`config.mk`:
```
export PLATFORM = sky130hd
export DESIGN_NAME = ysyx_22040386_ifid_buf_flat
export DESIGN_NICKNAME = d
export VERILOG_FILES = /design/src/rtl/ysyx_22040386_pkg.sv /design/src/rtl/ysyx_22040386_ifid_buf_if.sv /design/src/rtl/ysyx_22040386_ifid_buf.sv /design/src/flat_wrapper.sv
export SDC_FILE = /design/constraint.sdc
export NUM_CORES = 1
export LEC_CHECK = 0
export BUFFER_PORTS_ARGS = -buffer_cell sky130_fd_sc_hd__clkbuf_2
export CAP_MARGIN = 20
export CORE_MARGIN = 2
export CORE_UTILIZATION = 49
export CTS_BUF_LIST = sky130_fd_sc_hd__clkbuf_4 sky130_fd_sc_hd__clkbuf_8
export CTS_CLUSTER_DIAMETER = 80
export DETAILED_ROUTE_END_ITERATION = 7
export GPL_TIMING_DRIVEN = 0
export HOLD_SLACK_MARGIN = 0.02
export PLACE_DENSITY = 0.75
export SETUP_SLACK_MARGIN = 0.2
export SYNTH_ARGS = -nofsm -noshare
export SYNTH_HDL_FRONTEND = slang
export SYNTH_SLANG_ARGS = --single-unit
```
`constraint.sdc`:
```
create_clock -name i_IFID_clk -period 8 [get_ports i_IFID_clk]
set_clock_uncertainty 0.05 [all_clocks]
set_input_delay 0.4 -clock i_IFID_clk [delete_from_list [all_inputs] [get_ports i_IFID_clk]]
set_output_delay 0.4 -clock i_IFID_clk [all_outputs]
set_load 0.02 [all_outputs]
```
`src/rtl/ysyx_22040386_pkg.sv`:
```
// Shared constants for the ysyx_22040386 core pipeline.
package ysyx_22040386_pkg;

    localparam int          XLEN     = 64;
    localparam logic [31:0] INST_NOP = 32'h0000_0013;
    localparam logic [63:0] RESET_PC = 64'h0000_0000_8000_0000;

endpackage

```
`src/rtl/ysyx_22040386_ifid_buf_if.sv`:
```
// IF -> buffer -> ID handshake bundle; master is the surrounding pipeline, slave is the buffer.
interface ysyx_22040386_ifid_buf_if #(
    parameter int DEPTH = 2
);
    import ysyx_22040386_pkg::*;

    localparam int CW = $clog2(DEPTH) + 1;

    logic            i_IFID_valid;
    logic [XLEN-1:0] i_IFID_pc;
    logic [31:0]     i_IFID_inst;
    logic            o_IFID_ready;
    logic            i_IFID_flush;
    logic            o_IFID_valid;
    logic [XLEN-1:0] o_IFID_pc;
    logic [31:0]     o_IFID_inst;
    logic            i_IFID_ready;
    logic [CW-1:0]   o_IFID_count;

    modport slave (
        input  i_IFID_valid, i_IFID_pc, i_IFID_inst, i_IFID_flush, i_IFID_ready,
        output o_IFID_ready, o_IFID_valid, o_IFID_pc, o_IFID_inst, o_IFID_count
    );

    modport master (
        output i_IFID_valid, i_IFID_pc, i_IFID_inst, i_IFID_flush, i_IFID_ready,
        input  o_IFID_ready, o_IFID_valid, o_IFID_pc, o_IFID_inst, o_IFID_count
    );

endinterface

```
`src/rtl/ysyx_22040386_ifid_buf.sv`:
```
// In-order DEPTH-entry FIFO between IF and ID; absorbs decode back-pressure and
// drops all buffered instructions on a redirect flush.
module ysyx_22040386_ifid_buf
    import ysyx_22040386_pkg::*;
#(
    parameter int DEPTH = 2
) (
    input  logic                          i_IFID_clk,
    input  logic                          i_IFID_rst_n,
    ysyx_22040386_ifid_buf_if.slave       bus
);

    localparam int            PW   = $clog2(DEPTH);
    localparam int            CW   = PW + 1;
    localparam int            EW   = XLEN + 32;
    localparam logic [CW-1:0] FULL = CW'(DEPTH);

    logic [EW-1:0] r_mem [DEPTH];
    logic [PW-1:0] r_wptr;
    logic [PW-1:0] r_rptr;
    logic [CW-1:0] r_count;

    logic          w_full;
    logic          w_empty;
    logic          w_push;
    logic          w_pop;
    logic [EW-1:0] w_head;

    assign w_full  = (r_count == FULL);
    assign w_empty = (r_count == '0);
    assign w_push  = bus.i_IFID_valid & ~w_full  & ~bus.i_IFID_flush;
    assign w_pop   = ~w_empty & bus.i_IFID_ready & ~bus.i_IFID_flush;

    // Storage carries no reset so it can map onto plain flops / distributed RAM.
    always_ff @(posedge i_IFID_clk) begin
        if (w_push) begin
            r_mem[r_wptr] <= {bus.i_IFID_pc, bus.i_IFID_inst};
        end
    end

    always_ff @(posedge i_IFID_clk or negedge i_IFID_rst_n) begin
        if (!i_IFID_rst_n) begin
            r_wptr  <= '0;
            r_rptr  <= '0;
            r_count <= '0;
        end else if (bus.i_IFID_flush) begin
            r_wptr  <= '0;
            r_rptr  <= '0;
            r_count <= '0;
        end else begin
            if (w_push) r_wptr <= r_wptr + 1'b1;
            if (w_pop)  r_rptr <= r_rptr + 1'b1;
            case ({w_push, w_pop})
                2'b10:   r_count <= r_count + 1'b1;
                2'b01:   r_count <= r_count - 1'b1;
                default: r_count <= r_count;
            endcase
        end
    end

    assign w_head = r_mem[r_rptr];

    // Empty head shows a NOP at PC 0 so decode never sees stale array contents.
    assign bus.o_IFID_ready = ~w_full;
    assign bus.o_IFID_valid = ~w_empty;
    assign bus.o_IFID_pc    = w_empty ? '0       : w_head[EW-1:32];
    assign bus.o_IFID_inst  = w_empty ? INST_NOP : w_head[31:0];
    assign bus.o_IFID_count = r_count;

endmodule

```
`src/flat_wrapper.sv`:
```
// flat-port wrapper written by rule: the top's interface ports become plain ports
module ysyx_22040386_ifid_buf_flat import ysyx_22040386_pkg::*;
#(
    parameter int DEPTH = 2
)
  (i_IFID_clk, i_IFID_rst_n, bus_i_IFID_valid, bus_i_IFID_pc, bus_i_IFID_inst, bus_i_IFID_flush, bus_i_IFID_ready, bus_o_IFID_ready, bus_o_IFID_valid, bus_o_IFID_pc, bus_o_IFID_inst, bus_o_IFID_count);
  ysyx_22040386_ifid_buf_if #(.DEPTH(DEPTH)) bus_i ();
  input  logic i_IFID_clk;
  input  logic i_IFID_rst_n;
  input wire logic [$bits(bus_i.i_IFID_valid)-1:0] bus_i_IFID_valid;
  input wire logic [$bits(bus_i.i_IFID_pc)-1:0] bus_i_IFID_pc;
  input wire logic [$bits(bus_i.i_IFID_inst)-1:0] bus_i_IFID_inst;
  input wire logic [$bits(bus_i.i_IFID_flush)-1:0] bus_i_IFID_flush;
  input wire logic [$bits(bus_i.i_IFID_ready)-1:0] bus_i_IFID_ready;
  output wire logic [$bits(bus_i.o_IFID_ready)-1:0] bus_o_IFID_ready;
  output wire logic [$bits(bus_i.o_IFID_valid)-1:0] bus_o_IFID_valid;
  output wire logic [$bits(bus_i.o_IFID_pc)-1:0] bus_o_IFID_pc;
  output wire logic [$bits(bus_i.o_IFID_inst)-1:0] bus_o_IFID_inst;
  output wire logic [$bits(bus_i.o_IFID_count)-1:0] bus_o_IFID_count;
  assign bus_i.i_IFID_valid = bus_i_IFID_valid;
  assign bus_i.i_IFID_pc = bus_i_IFID_pc;
  assign bus_i.i_IFID_inst = bus_i_IFID_inst;
  assign bus_i.i_IFID_flush = bus_i_IFID_flush;
  assign bus_i.i_IFID_ready = bus_i_IFID_ready;
  assign bus_o_IFID_ready = bus_i.o_IFID_ready;
  assign bus_o_IFID_valid = bus_i.o_IFID_valid;
  assign bus_o_IFID_pc = bus_i.o_IFID_pc;
  assign bus_o_IFID_inst = bus_i.o_IFID_inst;
  assign bus_o_IFID_count = bus_i.o_IFID_count;
  ysyx_22040386_ifid_buf #(.DEPTH(DEPTH)) u_core (.i_IFID_clk(i_IFID_clk), .i_IFID_rst_n(i_IFID_rst_n), .bus(bus_i));
endmodule
```
After elaboration in Yosys (flattened, before gate mapping)
Memories as Yosys holds them, arrays and structs flattened.
Index checks and enable logic that the tools add are counted.
- $add $sub $neg: 4
- equality and inequality tests: 3
- multiplexer cells: 10
- bitwise operators: 7
- reduce and logical (&&, ||, !) cells: 4
- operator list (kind ; count):
    $mux W64 ; 1
    $mux W32 ; 1
    $mux W1 ; 6
    $and A1 B1 Y1 ; 4
    $eq A2 B2 Y1 const B ; 2
    $pmux W2 S2 ; 1
    $reduce_bool A2 Y1 ; 2
    $not A1 Y1 ; 3
    $reduce_bool A3 Y1 ; 1
    $add A1 B1 Y1 const B ; 2
    $add A2 B1 Y2 const B ; 1
    $eq A2 B1 Y1 const B ; 1
    $logic_not A2 Y1 ; 1
    $mux W2 ; 1
    $sub A2 B1 Y2 const B ; 1
- bits in registers: 4
- RAM bits: 192
- input port bits: 101
- output and inout bits: 100
- word-level logic and storage cells: 32
- memories: 1
- memory list (name ; depth ; width ; rd ports ; clocked after Yosys merged registers in ; wr ports ; RTL line ; source):
    u_core.r_mem ; 2 ; 96 ; 1 ; 0 ; 1 ; ysyx_22040386_ifid_buf.sv:18 ; logic [EW-1:0] r_mem [DEPTH];

Longest topological paths before layout
Gate-level depths: netlist of the first run.
- depth in word-level cells: 7
- depth in mapped cells: 5
- depth with buffers taken out: 4

Worst setup path before layout of the first run
Ideal clock, no wire load.
- path kind: reg2reg
- start: register u_core.r_count[1] (netlist: u_core.bus.o_IFID_count[1])
- end: memory u_core.r_mem[1][0] in the netlist's numbering, enable pin
- library setup time: 0.687 ns
- arrival: 7.859 ns
- data required time: 7.263 ns
- path slack: -0.597 ns
- cell stages (with the launch flop): 5
- buffers on the path: 0
- period minus slack after synthesis: 8.597 ns
- cell sequence: dfrtp_1 -> nor2b_2 -> inv_2 -> nand2_1 -> nor3b_1
- longest elaborated chain between the ends: 6
- RTL lines (what ; RTL line ; source):
    from (decl) ; ysyx_22040386_ifid_buf.sv:21 ; logic [CW-1:0] r_count;
    from (signal assigned) ; ysyx_22040386_ifid_buf.sv:54 ; 2'b10: r_count <= r_count + 1'b1;
    from (signal assigned) ; ysyx_22040386_ifid_buf.sv:55 ; 2'b01: r_count <= r_count - 1'b1;
    from (signal assigned) ; ysyx_22040386_ifid_buf.sv:56 ; default: r_count <= r_count;
    $eq A2 B2 Y1 ; ysyx_22040386_ifid_buf.sv:29 ; assign w_full = (r_count == FULL);
    $not A1 Y1 ; -- ;
    net bus_o_IFID_ready ; flat_wrapper.sv:15 ; output wire logic [$bits(bus_i.o_IFID_ready)-1:0] bus_o_IFID_ready;
    $and A1 B1 Y1 (2 in a row) ; ysyx_22040386_ifid_buf.sv:31 ; assign w_push = bus.i_IFID_valid & ~w_full & ~bus.i_IFID_flush;
    $mux W1 ; ysyx_22040386_ifid_buf.sv:36 ; if (w_push) begin
    $mux W1 (implied by the code) ; ysyx_22040386_ifid_buf.sv:37 ; r_mem[r_wptr] <= {bus.i_IFID_pc, bus.i_IFID_inst};
    to (decl) ; ysyx_22040386_ifid_buf.sv:18 ;
The timed path passes the listed nets, and every way through them passes these cells.

Worst setup path in the final report of the first run
- start: register u_core.r_count[1] (netlist: u_core.bus.o_IFID_count[1])
- end: memory u_core.r_mem[1][76] in the netlist's numbering, enable pin
- longest elaborated chain between the ends: 6
- RTL lines (what ; RTL line):
    $eq A2 B2 Y1 ; ysyx_22040386_ifid_buf.sv:29
    $not A1 Y1 ; ysyx_22040386_ifid_buf.sv:31
    $and A1 B1 Y1 (2 in a row) ; ysyx_22040386_ifid_buf.sv:31
    $mux W1 ; ysyx_22040386_ifid_buf.sv:36
    $mux W1 (implied by the code) ; ysyx_22040386_ifid_buf.sv:37
Every way passes these cells.

==> flow_summary.ini, run 1 <==
[grt]
grt_overflow = 0
antenna_found_initial = 0
grt_max_degree = 22
grt_pass1_vias = 4418
track_usage = 0.178
grt_pass1_wl_mm = 21.8

[finish]
area_growth_pct = 25.1
multi_input_area_um2 = 1460
drive_gt1_frac = 0.390
instances_no_fill = 862
ff_latch_area_um2 = 5870
fin_nets = 762
fin_util = 0.620
diodes = 0
fillCellCount = 1155

[cts]
clockBufferDepth = 2
cts_made_buffers = 17
post_cts_buffers = 0
path_clk_slew_ns = 0.09
cts-root-buf = clkbuf_8
insertion_delay_ns = 0.45
cts_tree = yes
cts_hold_buf = 1
cts_sinks = 196
ctsResizeCount = 0
htree_num_levels = 4

[sta]
post-route-period-util = 0.328
worst_pin_slew_ns = 0.902
fin_crit_ns = 2.62
relSlewSlack = 0.396
rsz0062_at_grt = false
finalWorstSetupSlack_ns = 5.38
slew_violations = 0
hold_viol = 0
fmax_mhz = 381
final.setup.tns_ns = 0
finalSetupViolations = 0

[pwr]
p_leak_nw = 3.53
p_per_area_nw_per_um2 = 219
peakVddDrop_mv = 0.166

[worst_setup_path]
crit_arrival_ns = 2.73
crit_start = u_core.bus.o_IFID_count[1]$_DFFE_PN0P_
r2r-start = u_core.bus.o_IFID_count[1]$_DFFE_PN0P_
timing.rr.end = u_core.r_mem[1][76]$_DFFE_PP_
worstPathRequired_ns = 8.11
crit_type = register to register
path_max_fanout = 19
reg2reg_depth = 7
setup.worst_path.end_class = register
worstSetupStartpointType = register
reg2reg_slack_ns = 5.38

[routing]
wl_per_cell_um = 16.4
viasPerCell = 5.02
drcViolationCount = 0
dr.pass1.iters = 5
vias = 4324
first_iter_violations = 192
drtAntennaViolNets = 0
totalWireLength_mm = 14.1

[synth]
yosys.area.top_type_share = 0.774
ys_warn_count = 0
synth_cells = 431
syn-num-nets = 532
synth_largest_area_cell = edfxtp_1
synth_seq_cells = 196
seq_area_frac_synth = 0.788
yosysUniqueCellTypes = 24
synth_area_leaders = edfxtp_1 77%, mux2i_1 13%, nor2_1 4.8%
syn_area_um2 = 7450
syn_area_per_cell_um2 = 17.3

[die]
die-area_um2 = 16200
num_rows = 45
coreArea_um2 = 15000
dieHeight_um = 127
io-pin-count = 201
start_util = 0.495
die_w_um = 127

[hold_path]
whs_path_depth = 1
min_to = u_core.r_mem[1][2]$_DFFE_PP_
hold_class = input port to register
hp-start = bus_i_IFID_inst[2]

[placed_design]
place_inst = 829
hpwlAfterDp_mm = 10.1
globalplace.congestion = 0.731
pre_cts_slack_ns = 5.29
port_buffers = 200

[run_status]
status = finished clean

[run]
drv_cap = 0
-- power by group --
part           switching [W]  total [W]  internal, W  leakage [nW]
registers         0.00000949    0.00118      0.00117          1.82
clock network       0.000336   0.000621     0.000285         0.199
logic               0.000150   0.000244    0.0000943          1.52
total               0.000495    0.00204      0.00155          3.53
-- cells in the mapped netlist --
library cell / count
nor2_2: 1
o21ai_0: 2
buf_2: 10
dfrtp_1: 4
inv_1: 2
nand3b_1: 1
or3_1: 1
xor2_1: 1
clkbuf_1: 3
mux2i_1: 96
buf_6: 4
nor3b_1: 1
buf_4: 4
nor2_1: 95
nor3_1: 1
a22oi_1: 1
o21ai_1: 1
inv_2: 1
o211ai_1: 1
nand2_1: 4
a21oi_1: 3
a21o_1: 1
edfxtp_1: 192
nor2b_2: 1
-- registers in the layout (all words and copies together), names as in the netlist --
signal and flops:
u_core.bus.o_IFID_count 2, u_core.r_mem 192, u_core.r_rptr 1, u_core.r_wptr 1
-- critical path, cell delays in order (launching register included) --
cell and delay, ns:
dfrtp_1 0.44, nor2b_2 0.20, inv_2 0.08, nand2_1 0.14, nor3b_4 0.78, buf_16 0.25, buf_16 0.17, buf_8 0.20
-- area by class of cell --
type	instances	share of cell area
multi-input combinational	211	0.156
timing repair buffer	211	0.131
clock buffer	18	0.0259
tap	188	0.0252
inverter	3	0.00121
sequential	196	0.629
clock inverter	14	0.0160
buffer	21	0.0146
-- logic make-up after synthesis --
logic type / share of synthesized area
compound gates: 0.00706
xor+xnor: 0.00118
buf+inv: 0.0198
flops: 0.788
mux: 0.129
simple gates: 0.0554
-- placed cells by master, fill, tap and decap left out, drive strengths merged, types with 2 or more instances in the layout --
| master | count |
|---|---|
| a21oi | 3 |
| buf | 28 |
| bufinv | 2 |
| clkbuf | 221 |
| clkinv | 5 |
| dfrtp | 4 |
| edfxtp | 192 |
| inv | 9 |
| mux2i | 96 |
| nand2 | 4 |
| nor2 | 96 |
| o21ai | 3 |
-- per-layer routing --
metal,routed length (um),up-vias,global-route usage
li1,-,2066,-
met1,5670,2063,0.213
met2,7030,169,0.292
met3,1130,26,0.0653
met4,310,0,0.0769
met5,0,-,0
-- worst max-delay path by stage --
stage,cells past startpoint,end,slack (ns)
floorplan,4,u_core.r_mem[1][0]$_DFFE_PP_,2.77
global placement,4,u_core.r_mem[1][69]$_DFFE_PP_,1.04
detailed placement,7,u_core.r_mem[1][68]$_DFFE_PP_,5.29
CTS,7,u_core.r_mem[1][94]$_DFFE_PP_,5.28
global route,7,u_core.r_mem[1][0]$_DFFE_PP_,5.16
finish,7,u_core.r_mem[1][76]$_DFFE_PP_,5.38
-- stage by stage --
step | power (W) | cell area (um^2) | hold WS [ns]
after floorplan | 0.00135 | 7460 | 0.0544
after global placement | 0.00143 | 8690 | 0.158
after detailed placement | 0.00145 | 8920 | 0.167
after CTS | 0.00207 | 9320 | 0.0410
after global routing | 0.00212 | 9320 | 0.0303
final | 0.00204 | 9320 | 0.0744
(Power assumes the default switching activity.)
==> inputs of run 2 (changes only) <==
--- a/config.mk
+++ b/config.mk
@@ -5,6 +5,7 @@
 export SDC_FILE = /design/constraint.sdc
 export NUM_CORES = 1
 export LEC_CHECK = 0
+export ABC_AREA = 1
 export BUFFER_PORTS_ARGS = -buffer_cell sky130_fd_sc_hd__clkbuf_2
 export CAP_MARGIN = 20
 export CORE_MARGIN = 2
==> constraint.sdc (replaced) <==
create_clock -name i_IFID_clk -period 2.11 [get_ports i_IFID_clk]
set_clock_uncertainty 0.05 [all_clocks]
set_input_delay 0.1055 -clock i_IFID_clk [delete_from_list [all_inputs] [get_ports i_IFID_clk]]
set_output_delay 0.1055 -clock i_IFID_clk [all_outputs]
set_load 0.02 [all_outputs]
==> run 2 against run 1 <==
- non-clock buffer count grew 115
- register-to-register slack lost 5.1 ns
- sequential share of layout area fell by 8.3 points
- hold slack improved by 0.24 ns
- global-route usage is 5.0 points higher
- largest cell class unchanged
- largest power group is now combinational cells
==> flow_summary.ini, run 2 <==
[run_status]
status = finished clean

[routing]
dr.pass1.iters = 5
viasPerCell = 5.12
vias = 5566
drcViolationCount = 0
wl_per_cell_um = 17.8
totalWireLength_mm = 19.4
drtAntennaViolNets = 0
first_iter_violations = 382

[synth]
synth_cells = 553
synth_area_leaders = edfxtp_1 78%, nand2_1 10%, a21oi_1 6.3%
synthArstFlopShare = 0.0204
synth_edf_count = 192
synth_seq_cells = 196
syn_area_per_cell_um2 = 13.4
synthTopCellsByCount = 205 x nand2_1, 192 x edfxtp_1, 94 x a21oi_1
synth.most_common_cell = nand2_1
synth_largest_area_cell = edfxtp_1
syn_area_um2 = 7420
syn-num-nets = 654
yosys.area.top_type_share = 0.777
ys_warn_count = 0
yosysUniqueCellTypes = 19
seq_area_frac_synth = 0.790
synth_ff_type = edfxtp_1

[finish]
drive_gt1_frac = 0.363
final_cell_mix = 204 x nand2_1, 192 x edfxtp_1, 134 x clkbuf_2
final_common_cell = nand2_1
area_growth_pct = 44.7
fin_nets = 990
largest_reg_flops = 192
regMostFlops = u_core.r_mem

[grt]
grt_pass1_wl_mm = 28.3
grt_max_degree = 44
antenna_found_initial = 1
track_usage = 0.228
grt_overflow = 0
grt_pass1_vias = 5766

[die]
io-pin-count = 201
start_util = 0.507
die-area_um2 = 16200
num_rows = 44
coreArea_um2 = 14600
die_w_um = 127
dieHeight_um = 127

[pwr]
peakVddDrop_mv = 0.789
p_per_area_nw_per_um2 = 1140
p_leak_nw = 4.30

[placed_design]
port_buffers = 200
pre_cts_slack_ns = -0.189
globalplace.congestion = 0.823
hpwlAfterDp_mm = 10.9

[cts]
cts-root-buf = clkbuf_8
path_clk_slew_ns = 0.11
cts_made_buffers = 17
clockBufferDepth = 2
cts_sinks = 196
htree_num_levels = 4
cts_tree = yes
insertion_delay_ns = 0.46

[worst_setup_path]
worstSetupStartpointType = register
setup.worst_path.end_class = primary output
crit_family = buffers and inverters
path_max_fanout = 10
cp.depth = 7
crit_arrival_ns = 1.79
crit_type = register to primary output
slowest_stage = dfrtp_1
reg2reg_depth = 7
slowest_delay_ns = 0.39
critPathBufInv = 5
crit_top_cell = buf_8
cp_cell_sequence = buf_6, clkinv_8, buf_8, buf_8, nand2_1, a21oi_2, buf_4
worstPathRequired_ns = 1.95

[sta]
relSlewSlack = 0.809
rsz0062_at_grt = true
worst_pin_slew_ns = 0.286
post-route-period-util = 0.924
fmax_mhz = 513
slew_violations = 0
finalSetupViolations = 0
fin_crit_ns = 1.95
hold_ws_ns = 0.316
hold_viol = 0
final.setup.tns_ns = 0
finalWorstSetupSlack_ns = 0.160

[hold_path]
whs_path_depth = 2
hold_class = input port to register

[run]
drv_cap = 0
-- run 2: worst paths after layout --
check	start	to	slack (ns)
min reg2reg	u_core.bus.o_IFID_count[0]$_DFFE_PN0P_	u_core.bus.o_IFID_count[0]$_DFFE_PN0P_	0.55
max reg2reg	u_core.bus.o_IFID_count[0]$_DFFE_PN0P_	u_core.r_mem[1][58]$_DFFE_PP_	0.25
max	u_core.r_rptr$_DFFE_PN0P_	bus_o_IFID_pc[31]	0.16
max in group asynchronous	i_IFID_rst_n	u_core.bus.o_IFID_count[0]$_DFFE_PN0P_	1.31
min	bus_i_IFID_pc[53]	u_core.r_mem[1][85]$_DFFE_PP_	0.32
min in group asynchronous	i_IFID_rst_n	u_core.r_wptr$_DFFE_PN0P_	0.50
-- run 2: cell families after synthesis --
kind of cell,count (synthesis),share of synthesized area
buffers and inverters,40,0.0281
DFF,196,0.790
AOI/OAI and AO/OA,97,0.0659
and+or+nand+nor,220,0.116
-- run 2: stage by stage --
step | instances | total power (W) | utilization | cell area [um^2]
after CTS | 1085 | 0.0115 | 0.707 | 10400
after floorplan | 553 | 0.00744 | - | 7450
final | 1087 | 0.0122 | 0.734 | 10700
after detailed placement | 944 | 0.00899 | 0.604 | 8850
after global routing | 1087 | 0.0128 | 0.734 | 10700
after global placement | 937 | 0.00887 | 0.593 | 8680
-- run 2: area by class of cell --
cell class / count / area [um^2]
fill: 912 / 3900
clock inverter: 15 / 123
inverter: 9 / 50.0
tap: 184 / 230
clock buffer: 17 / 234
antenna: 1 / 2.50
timing repair inverter: 1 / 7.51
timing repair buffer: 316 / 2420
buffer: 31 / 308
sequential: 196 / 5870
multi-input combinational: 317 / 1500
-- run 2: timing repair --
| item | CTS | global route |
|---|---|---|
| buffers inserted | 6 | 1 |
| resized for setup | 25 | 203 |
| cloned | 1 | 0 |
| hold endpoints to repair | 200 | 0 |
| hold buffers | 102 | 0 |
| setup endpoints to repair | 256 | 102 |
| pin swaps | 2 | 2 |
-- run 2: power breakdown --
part	internal, W	total, W	switching [W]
sequential	0.00465	0.00476	0.000112
clock	0.000850	0.00224	0.00139
combinational	0.00197	0.00525	0.00328
-- run 2: layer usage --
metal | vias up | share of wire | track usage
met1 | 2676 | 0.37 | 0.258
met4 | 0 | 0.016 | 0.0847
li1 | 2618 | - | -
met5 | - | 0 | 0
met3 | 26 | 0.079 | 0.0733
met2 | 246 | 0.53 | 0.407
==> inputs of run 3 (changes only) <==
--- a/config.mk
+++ b/config.mk
@@ -8,15 +8,18 @@
 export ABC_AREA = 1
 export BUFFER_PORTS_ARGS = -buffer_cell sky130_fd_sc_hd__clkbuf_2
 export CAP_MARGIN = 20
+export CELL_PAD_IN_SITES_DETAIL_PLACEMENT = 2
+export CELL_PAD_IN_SITES_GLOBAL_PLACEMENT = 2
 export CORE_MARGIN = 2
-export CORE_UTILIZATION = 49
+export CORE_UTILIZATION = 39
 export CTS_BUF_LIST = sky130_fd_sc_hd__clkbuf_4 sky130_fd_sc_hd__clkbuf_8
 export CTS_CLUSTER_DIAMETER = 80
 export DETAILED_ROUTE_END_ITERATION = 7
 export GPL_TIMING_DRIVEN = 0
 export HOLD_SLACK_MARGIN = 0.02
-export PLACE_DENSITY = 0.75
+export PLACE_DENSITY = 0.85
 export SETUP_SLACK_MARGIN = 0.2
+export SKIP_LAST_GASP = 1
 export SYNTH_ARGS = -nofsm -noshare
 export SYNTH_HDL_FRONTEND = slang
 export SYNTH_SLANG_ARGS = --single-unit
==> constraint.sdc (replaced) <==
create_clock -name i_IFID_clk -period 2.3 [get_ports i_IFID_clk]
set_clock_uncertainty 0.05 [all_clocks]
set_input_delay 0.115 -clock i_IFID_clk [delete_from_list [all_inputs] [get_ports i_IFID_clk]]
set_output_delay 0.115 -clock i_IFID_clk [all_outputs]
set_load 0.02 [all_outputs]
==> run 3 against run 2 <==
- clock-buffer cell count up 1
- global-route usage rose by 5.4 points
- hold slack improved by 0.016 ns
- utilization shrank 17 points
- critical path type unchanged
- cell area fell by 1.4%
- first-iteration DRC count shrank 24%
- register-to-register slack improved by 0.11 ns
- clock power rose by 8%
- non-clock buffer count shrank 1
- sequential share of layout area up 0.79 points
- cell count increased by 4.6%
==> flow_summary.ini, run 3 (same netlist as run 2, synthesis figures left out) <==
[run_status]
status = finished clean

[routing]
wl_per_cell_um = 26.8
drcViolationCount = 0
totalWireLength_mm = 30.4
vias = 5955
first_iter_violations = 289
drtAntennaViolNets = 0
dr.pass1.iters = 4
viasPerCell = 5.24

[cts]
cts_sinks = 196
cts-root-buf = clkbuf_8
insertion_delay_ns = 0.46
cts_made_buffers = 17
clockBufferDepth = 2
path_clk_slew_ns = 0.11
htree_num_levels = 4
cts_tree = yes

[finish]
final_common_cell = nand2_1
area_growth_pct = 42.7
fin_util = 0.566
largest_reg_flops = 192
final_cell_mix = 204 x nand2_1, 192 x edfxtp_1, 187 x clkbuf_2
fin_nets = 988
regMostFlops = u_core.r_mem
drive_gt1_frac = 0.336

[die]
coreArea_um2 = 18700
die_w_um = 142
dieHeight_um = 142
num_rows = 50
die-area_um2 = 20200
start_util = 0.397
io-pin-count = 201

[sta]
hold_viol = 0
finalSetupViolations = 0
post-route-period-util = 0.930
worst_pin_slew_ns = 0.309
fin_crit_ns = 2.14
hold_ws_ns = 0.331
slew_violations = 0
rsz0062_at_grt = true
fmax_mhz = 467
finalWorstSetupSlack_ns = 0.161
relSlewSlack = 0.794

[worst_setup_path]
path_max_fanout = 10
crit_arrival_ns = 1.97
worstPathRequired_ns = 2.13
setup.worst_path.end_class = primary output
worstSetupStartpointType = register
crit_type = register to primary output

[pwr]
peakVddDrop_mv = 0.495
p_leak_nw = 4.26
p_per_area_nw_per_um2 = 1090
power.total_w = 0.0115

[placed_design]
pre_cts_slack_ns = 0.0245
globalplace.congestion = 0.758
port_buffers = 200
hpwlAfterDp_mm = 16.1

[grt]
grt_max_degree = 33
grt_pass1_vias = 6787
grt_overflow = 0
grt_pass1_wl_mm = 41.6
track_usage = 0.282
antenna_found_initial = 4

[run]
drv_cap = 0

[hold_path]
hold_class = input port to register
[run 3: changes by cell type in the layout (fill, tap and decap cells not counted), moves of 4 or more]
cell	delta
a21oi_1	+20
buf_2	-4
buf_6	-12
buf_8	-4
a21oi_2	-20
buf_4	-38
clkbuf_4	+4
clkbuf_2	+53
[run 3: metrics by stage]
stage | instances | instance area [um^2] | setup TNS, ns
finish | 1137 | 10600 | 0
CTS | 1133 | 10500 | 0
detailed placement | 996 | 8950 | 0
global placement | 987 | 8740 | -341.73
floorplan | 553 | 7450 | -161.82
global route | 1137 | 10600 | 0
[run 3: layout make-up]
type,count,area [um^2]
diodes,4,10.0
plain buffers,31,253
clock buffers,18,241
clock inverters,13,158
fillers,1703,8120
inverters,9,45.0
multi-input cells,317,1430
flip-flops and latches,196,5870
well taps,234,293
repair buffers,315,2300
[run 3: critical path, stage by stage (launching register included)]
cell      delay [ns]
dfrtp_1         0.38
buf_6           0.16
inv_8           0.11
buf_12          0.14
buf_6           0.14
nand2_1         0.08
a21oi_1         0.25
clkbuf_2        0.24
[run 3: report_power, final]
| part | internal [W] | total, W | switching, W | leakage (nW) |
|---|---|---|---|---|
| clock network | 0.00108 | 0.00241 | 0.00133 | 0.199 |
| registers | 0.00427 | 0.00441 | 0.000141 | 1.81 |
| logic | 0.00146 | 0.00473 | 0.00327 | 2.25 |
[run 3: metal layers]
metal / global-route usage / vias to the layer above / part of all wire / wire, um
met4: 0.0937 / 0 / 0.019 / 564
li1: - / 2616 / - / -
met3: 0.0575 / 47 / 0.056 / 1720
met5: 0 / - / 0 / 0
met1: 0.321 / 3042 / 0.38 / 11500
met2: 0.528 / 250 / 0.55 / 16600
[run 3: repair_timing]
item / 4_1_cts / 5_1_grt
pin swaps: 1 / 3
gates resized for setup: 27 / 47
hold endpoints to repair: 200 / 0
buffers inserted: 4 / 0
hold buffers: 102 / 0
setup endpoints to repair: 151 / 77
[run 3: final timing paths]
path                                                              from                                endpoint  slack [ns]  cells after the start
min in group asynchronous                                 i_IFID_rst_n  u_core.bus.o_IFID_count[0]$_DFFE_PN0P_        0.54                      3
worst max-delay path                         u_core.r_rptr$_DFFE_PN0P_                       bus_o_IFID_pc[32]        0.16                      7
worst min register to register  u_core.bus.o_IFID_count[0]$_DFFE_PN0P_  u_core.bus.o_IFID_count[0]$_DFFE_PN0P_        0.56                      2
worst max register to register  u_core.bus.o_IFID_count[0]$_DFFE_PN0P_           u_core.r_mem[1][15]$_DFFE_PP_        0.36                      7
worst min-delay path                                 bus_i_IFID_pc[18]           u_core.r_mem[1][50]$_DFFE_PP_        0.33                      2
max in group asynchronous                                 i_IFID_rst_n  u_core.bus.o_IFID_count[1]$_DFFE_PN0P_        1.44                      3
